`config.mk`:
```
export PLATFORM = sky130hd
export DESIGN_NAME = ocp_cmd_arbiter
export DESIGN_NICKNAME = d
export VERILOG_FILES = /design/src/rtl/ocp_cmd_arbiter.sv
export SDC_FILE = /design/constraint.sdc
export NUM_CORES = 1
export LEC_CHECK = 0
export CAP_MARGIN = 40
export CORE_AREA = 3 3 129 131
export CTS_BUF_LIST = sky130_fd_sc_hd__clkbuf_4 sky130_fd_sc_hd__clkbuf_8
export DETAILED_ROUTE_END_ITERATION = 10
export DIE_AREA = 0 0 132 134
export GPL_TIMING_DRIVEN = 0
export PLACE_DENSITY = 0.82
export SETUP_SLACK_MARGIN = 0.5
export SLEW_MARGIN = 20
export SYNTH_ARGS = -nofsm -noshare
export SYNTH_HDL_FRONTEND = slang
export SYNTH_SLANG_ARGS = --single-unit
```
`constraint.sdc`:
```
create_clock -name clk -period 3.4 [get_ports clk]
set_input_delay 0.68 -clock clk [delete_from_list [all_inputs] [get_ports clk]]
set_output_delay 0.68 -clock clk [all_outputs]
set_load 0.01 [all_outputs]
```
`src/rtl/ocp_cmd_arbiter.sv`:
```
// Two-port round-robin arbiter sharing one OCP master command/response channel.
// Commands carry MTagID = {port, slot}; in-order responses restore the AXI ID from a per-port table.
module ocp_cmd_arbiter #(
    parameter int AW = 32,
    parameter int DW = 32
) (
    input  logic          clk,
    input  logic          rst,
    input  logic          req_valid_p0,
    output logic          req_ready_p0,
    input  logic          req_write_p0,
    input  logic [3:0]    req_id_p0,
    input  logic [AW-1:0] req_addr_p0,
    input  logic [DW-1:0] req_data_p0,
    input  logic          req_valid_p1,
    output logic          req_ready_p1,
    input  logic          req_write_p1,
    input  logic [3:0]    req_id_p1,
    input  logic [AW-1:0] req_addr_p1,
    input  logic [DW-1:0] req_data_p1,
    output logic [2:0]    MCmd,
    output logic [AW-1:0] MAddr,
    output logic [DW-1:0] MData,
    output logic          MDataValid,
    output logic [2:0]    MTagID,
    input  logic          SCmdAccept,
    input  logic [1:0]    SResp,
    input  logic [DW-1:0] SData,
    input  logic [2:0]    STagID,
    output logic          MRespAccept,
    output logic          rsp_valid_p0,
    input  logic          rsp_ready_p0,
    output logic [3:0]    rsp_id_p0,
    output logic [DW-1:0] rsp_data_p0,
    output logic          rsp_err_p0,
    output logic          rsp_valid_p1,
    input  logic          rsp_ready_p1,
    output logic [3:0]    rsp_id_p1,
    output logic [DW-1:0] rsp_data_p1,
    output logic          rsp_err_p1,
    output logic          tag_err
);
    localparam logic [2:0] CMD_IDLE  = 3'd0;
    localparam logic [2:0] CMD_WR    = 3'd1;
    localparam logic [2:0] CMD_RD    = 3'd2;
    localparam logic [1:0] RESP_NULL = 2'd0;
    localparam logic [1:0] RESP_ERR  = 2'd3;
    localparam logic [2:0] MAX_OUT   = 3'd4;

    logic [2:0]    mcmd_q, mcmd_d;
    logic [AW-1:0] maddr_q, maddr_d;
    logic [DW-1:0] mdata_q, mdata_d;
    logic          mdv_q, mdv_d;
    logic [2:0]    mtag_q, mtag_d;
    logic          last_grant_q, last_grant_d;
    logic          tag_err_q, tag_err_d;
    logic [2:0]    count_q  [2];
    logic [2:0]    count_d  [2];
    logic [1:0]    alloc_q  [2];
    logic [1:0]    alloc_d  [2];
    logic [1:0]    free_q   [2];
    logic [1:0]    free_d   [2];
    logic [3:0]    id_tab_q [2][4];
    logic [3:0]    id_tab_d [2][4];

    logic          req_valid_s [2];
    logic          req_write_s [2];
    logic [3:0]    req_id_s    [2];
    logic [AW-1:0] req_addr_s  [2];
    logic [DW-1:0] req_data_s  [2];
    logic          rsp_ready_s [2];
    logic          elig_s      [2];
    logic          issue_s     [2];
    logic          rsp_valid_s [2];
    logic          retire_s    [2];
    logic          load_ok_s, gnt_valid_s, gnt_port_s, accept_s;
    logic          rsp_present_s, rsp_port_s, rsp_match_s;

    assign req_valid_s[0] = req_valid_p0;
    assign req_valid_s[1] = req_valid_p1;
    assign req_write_s[0] = req_write_p0;
    assign req_write_s[1] = req_write_p1;
    assign req_id_s[0]    = req_id_p0;
    assign req_id_s[1]    = req_id_p1;
    assign req_addr_s[0]  = req_addr_p0;
    assign req_addr_s[1]  = req_addr_p1;
    assign req_data_s[0]  = req_data_p0;
    assign req_data_s[1]  = req_data_p1;
    assign rsp_ready_s[0] = rsp_ready_p0;
    assign rsp_ready_s[1] = rsp_ready_p1;

    // Eligibility and round-robin grant; eligibility sees only the registered count.
    always_comb begin
        elig_s[0]   = req_valid_s[0] && (count_q[0] != MAX_OUT);
        elig_s[1]   = req_valid_s[1] && (count_q[1] != MAX_OUT);
        load_ok_s   = (mcmd_q == CMD_IDLE) || SCmdAccept;
        gnt_valid_s = 1'b0;
        gnt_port_s  = 1'b0;
        if (elig_s[0] && elig_s[1]) begin
            gnt_valid_s = 1'b1;
            gnt_port_s  = ~last_grant_q;
        end else if (elig_s[0]) begin
            gnt_valid_s = 1'b1;
            gnt_port_s  = 1'b0;
        end else if (elig_s[1]) begin
            gnt_valid_s = 1'b1;
            gnt_port_s  = 1'b1;
        end else begin
            gnt_valid_s = 1'b0;
            gnt_port_s  = 1'b0;
        end
        accept_s   = gnt_valid_s && load_ok_s && !rst;
        issue_s[0] = accept_s && !gnt_port_s;
        issue_s[1] = accept_s && gnt_port_s;
    end

    assign req_ready_p0 = issue_s[0];
    assign req_ready_p1 = issue_s[1];

    // Response routing: a response is valid only for the oldest outstanding slot of its port.
    always_comb begin
        rsp_present_s  = (SResp != RESP_NULL);
        rsp_port_s     = STagID[2];
        rsp_match_s    = rsp_present_s && (STagID[1:0] == free_q[rsp_port_s])
                         && (count_q[rsp_port_s] != 3'd0);
        rsp_valid_s[0] = rsp_match_s && !rsp_port_s;
        rsp_valid_s[1] = rsp_match_s && rsp_port_s;
        retire_s[0]    = rsp_valid_s[0] && rsp_ready_s[0];
        retire_s[1]    = rsp_valid_s[1] && rsp_ready_s[1];
        if (rsp_match_s) begin
            MRespAccept = rsp_ready_s[rsp_port_s];
        end else begin
            MRespAccept = rsp_present_s;
        end
        tag_err_d = tag_err_q || (rsp_present_s && !rsp_match_s);
    end

    assign rsp_valid_p0 = rsp_valid_s[0];
    assign rsp_valid_p1 = rsp_valid_s[1];
    assign rsp_id_p0    = rsp_valid_s[0] ? id_tab_q[0][free_q[0]] : 4'd0;
    assign rsp_id_p1    = rsp_valid_s[1] ? id_tab_q[1][free_q[1]] : 4'd0;
    assign rsp_data_p0  = rsp_valid_s[0] ? SData : {DW{1'b0}};
    assign rsp_data_p1  = rsp_valid_s[1] ? SData : {DW{1'b0}};
    assign rsp_err_p0   = rsp_valid_s[0] && (SResp == RESP_ERR);
    assign rsp_err_p1   = rsp_valid_s[1] && (SResp == RESP_ERR);

    // Command register: load on grant, clear when the slave takes it with nothing new, else hold.
    always_comb begin
        mcmd_d       = mcmd_q;
        maddr_d      = maddr_q;
        mdata_d      = mdata_q;
        mdv_d        = mdv_q;
        mtag_d       = mtag_q;
        last_grant_d = last_grant_q;
        if (accept_s) begin
            mcmd_d       = req_write_s[gnt_port_s] ? CMD_WR : CMD_RD;
            maddr_d      = req_addr_s[gnt_port_s];
            mdata_d      = req_write_s[gnt_port_s] ? req_data_s[gnt_port_s] : {DW{1'b0}};
            mdv_d        = req_write_s[gnt_port_s];
            mtag_d       = {gnt_port_s, alloc_q[gnt_port_s]};
            last_grant_d = gnt_port_s;
        end else if (SCmdAccept) begin
            mcmd_d  = CMD_IDLE;
            maddr_d = {AW{1'b0}};
            mdata_d = {DW{1'b0}};
            mdv_d   = 1'b0;
            mtag_d  = 3'd0;
        end else begin
            mcmd_d = mcmd_q;
        end
    end

    // Per-port ID table, pointers and outstanding count; issue and retire in one cycle cancel.
    always_comb begin
        count_d  = count_q;
        alloc_d  = alloc_q;
        free_d   = free_q;
        id_tab_d = id_tab_q;
        for (int p = 0; p < 2; p++) begin
            if (issue_s[p]) begin
                id_tab_d[p][alloc_q[p]] = req_id_s[p];
                alloc_d[p]              = alloc_q[p] + 2'd1;
            end else begin
                alloc_d[p] = alloc_q[p];
            end
            if (retire_s[p]) begin
                free_d[p] = free_q[p] + 2'd1;
            end else begin
                free_d[p] = free_q[p];
            end
            count_d[p] = count_q[p] + {2'b00, issue_s[p]} - {2'b00, retire_s[p]};
        end
    end

    // State registers; reset abandons any in-flight command and forgets outstanding tags.
    always_ff @(posedge clk) begin
        if (rst) begin
            mcmd_q       <= CMD_IDLE;
            maddr_q      <= {AW{1'b0}};
            mdata_q      <= {DW{1'b0}};
            mdv_q        <= 1'b0;
            mtag_q       <= 3'd0;
            last_grant_q <= 1'b1;
            tag_err_q    <= 1'b0;
            for (int p = 0; p < 2; p++) begin
                count_q[p] <= 3'd0;
                alloc_q[p] <= 2'd0;
                free_q[p]  <= 2'd0;
                for (int i = 0; i < 4; i++) begin
                    id_tab_q[p][i] <= 4'd0;
                end
            end
        end else begin
            mcmd_q       <= mcmd_d;
            maddr_q      <= maddr_d;
            mdata_q      <= mdata_d;
            mdv_q        <= mdv_d;
            mtag_q       <= mtag_d;
            last_grant_q <= last_grant_d;
            tag_err_q    <= tag_err_d;
            count_q      <= count_d;
            alloc_q      <= alloc_d;
            free_q       <= free_d;
            id_tab_q     <= id_tab_d;
        end
    end

    assign MCmd       = mcmd_q;
    assign MAddr      = maddr_q;
    assign MData      = mdata_q;
    assign MDataValid = mdv_q;
    assign MTagID     = mtag_q;
    assign tag_err    = tag_err_q;

endmodule

```
==> metrics.yaml <==
synthTopCellsByCount: "dfxtp_1, nand2_1, and2_1"
dominantRegCellSynth: "dfxtp_1"
portBuffers: 329
startpoint_type: "primary input"
antenna_found_initial: 3
grt_pass1_wl_mm: 32.46
holdCritPathClass: "reg2reg"
drive_gt1_share_pct: 27.87
synth_top_cell_area_share_pct: 40.31
worst_slack_ns: 0.3853
period_needed_ns: 3.015
place_worst_setup_slack_ns: -0.3737
numCtsBuffers: 17
drtAntennaViolNets: 0
worstReg2RegEnd: "count_q[2]"
critical_path_class: "in2out"
timing_hold_violations_final: 0
endpoint: "rsp_data_p1[12]"
ys_top_cells_by_area: "dfxtp_1, and2_1, nand2_1"
critPathRequiredTime_ns: 2.72
rows: 46
worst_setup_path_end_kind: "primary output"
relSlewSlack_pct: 62.26
die_height_um: 134
io-pin-count: 333
synth_area_leader_cell: "dfxtp_1"
numClockSinks: 117
drv_cap: 0
arrival_ns: 2.33
fin_worst_skew_ns: 0.01033
path_max_fanout: 6
power_leakage_nw: 4.478
place_hpwl_mm: 16.10
status: "finished, final reports clean"
dieArea_um2: 17690
irDropWorstVdd_mv: 0.2352
drv_slew: 0
ys_warn_count: 0
initial_core_util_pct: 36.98
holdPathStages: 2
synth_edf_count: 0
min_period_over_period_pct: 88.67
fp.dieW_um: 132
wire_per_inst_um: 17.19
drt_wl_total_mm: 21.87
clkSlewWorstSetupHoldPaths_ns: 0.07
nets: 1238
setup.worst_path.start: "STagID[2]"
synthDistinctLibCells: 54
place_area_um2: 9378
setup_viol_count_final: 0
drc: 0
htreeDepth: 4
gp_congestion: 0.8352
drt_first_pass_iters: 4
fmax_mhz: 331.7
reg2reg_slack_ns: 0.73
design_area_um2: 10480
syn_to_final_growth_pct: 80.36
synthesis.area_um2: 5811
synth_cells: 652
vias: 6203
power.density_nw_per_um2: 370.2
cts_root_buffer: "clkbuf_8"
hold_buffers: 0
ys_ff_latch: 117
worstMarginPinSlew_ns: 0.5640
yosysMostFrequentCell: "dfxtp_1"
cts_buffer_depth: 2
grt_pass1_vias: 6173
r2r_cells: 11
reg2reg_from: "count_q[2]"
grt-ovfl-total: 0
grt_start_max_net_pins: 17
whs_ns: 0.4356
core_um2: 15710
synth-async-reset-ratio_pct: 0
vias_per_cell: 4.877
grt.total_usage_pct: 23.20
clk_latency_ns: 0.43
grt_setup_unrepaired: "yes"
drtIter0Drc: 119
synth_fp_nets: 848
ys_seq_area_share_pct: 40.31
synth.avg_cell_area_um2: 8.912
tritoncts: "built"
-- worst max-delay path, cell delays in order --
cell           delay [ns]
buf_12               0.11
mux2i_4              0.18
xnor2_2              0.15
nor3_2               0.21
buf_4                0.15
and3_4               0.20
buf_8                0.14
buf_8                0.11
and2_1               0.14
dlygate4sd2_1        0.27
-- registers in the layout (all words and copies together), names as in the netlist --
register	count
count_q	6
id_tab_q	32
MTagID	3
alloc_q	4
tag_err	1
last_grant_q	1
free_q	4
MAddr	32
MData	32
MCmd	2
-- layout by cell type, fill, tap and decap left out, types with 3 or more instances in the layout --
cell / n
buf_12: 4
nand2_1: 116
clkbuf_1: 10
mux4_2: 8
buf_6: 76
buf_2: 28
and2_4: 51
a31o_2: 13
nor2b_1: 5
dlygate4sd2_1: 8
clkbuf_8: 17
dfxtp_1: 111
clkbuf_16: 3
and2_1: 21
a21oi_1: 33
xnor2_1: 7
buf_8: 6
nor2_1: 17
ha_1: 12
dfxtp_4: 4
xnor2_2: 3
clkbuf_2: 10
clkinvlp_4: 5
o21ai_1: 29
o21ai_0: 5
nor3_1: 3
clkinv_2: 5
nand3_1: 22
a22oi_1: 32
buf_4: 28
mux2i_1: 36
inv_1: 16
clkdlybuf4s50_1: 243
nand2b_1: 13
-- how the worst min path moves through the flow --
stage	slack, ns	end	startpoint
2_1_floorplan	0.43	id_tab_q[4]	id_tab_q[4]
3_3_place_gp	0.42	MAddr[3]	MAddr[3]
5_1_grt	0.45	MAddr[5]	MAddr[5]
6_report	0.44	MAddr[5]	MAddr[5]
4_1_cts	0.44	MAddr[9]	MAddr[9]
3_5_place_dp	0.43	MAddr[31]	MAddr[31]
-- layer usage --
layer / GRT usage, % / part of all wire [%] / vias to the layer above
met5: 0 / 0.096 / -
met1: 24.36 / 37 / 2872
met2: 43.64 / 53 / 266
met3: 7.877 / 7.7 / 42
met4: 7.176 / 2.4 / 4
li1: - / - / 3019
-- layout make-up --
class	instances	area (um2)
fillers	1258	5233
repair buffers	371	3690
multi-input cells	470	3356
flip-flops and latches	117	2360
plain buffers	48	379.1
well taps	216	270.3
clock buffers	19	249.0
clock inverters	13	110.1
inverters	17	63.81
diodes	1	2.502
-- cells by family (layout without fill, tap and decap cells) --
| logic type | Yosys count | in the layout | share of synthesized area (%) |
|---|---|---|---|
| compound gates | 130 | 130 | 15.14 |
| xor+xnor | 10 | 10 | 1.507 |
| fa+ha+maj | 14 | 14 | 3.273 |
| buf+inv | 65 | 468 | 5.943 |
| flops | 117 | 117 | 40.31 |
| mux | 46 | 46 | 9.647 |
| other cells | 1 | 2 | 0.06454 |
| simple gates | 269 | 269 | 24.12 |
-- where the power goes --
part	internal, mW	switching (mW)	total [mW]
Combinational	0.645	0.488	1.13
Clock	0.588	0.590	1.18
Sequential	1.49	0.0795	1.57
Total	2.72	1.16	3.88
-- per-stage QoR --
step	power, mW	instances	util [%]	TNS (ns)
after floorplan	2.066	652	-	0
after global placement	2.616	1197	59.68	-15.18
after detailed placement	2.633	1197	59.68	-18.00
after CTS	3.863	1260	63.96	0
after global routing	4.073	1272	66.70	0
final	3.879	1272	66.70	0
-- repair_timing --
action                                  4_1_cts  5_1_grt
resized for setup                           288      196
endpoints found under the setup margin       81       80
buffers inserted                             27        8
gates cloned                                  4        3
pin swaps                                    36        9
Power figures use the tool's default switching activity.
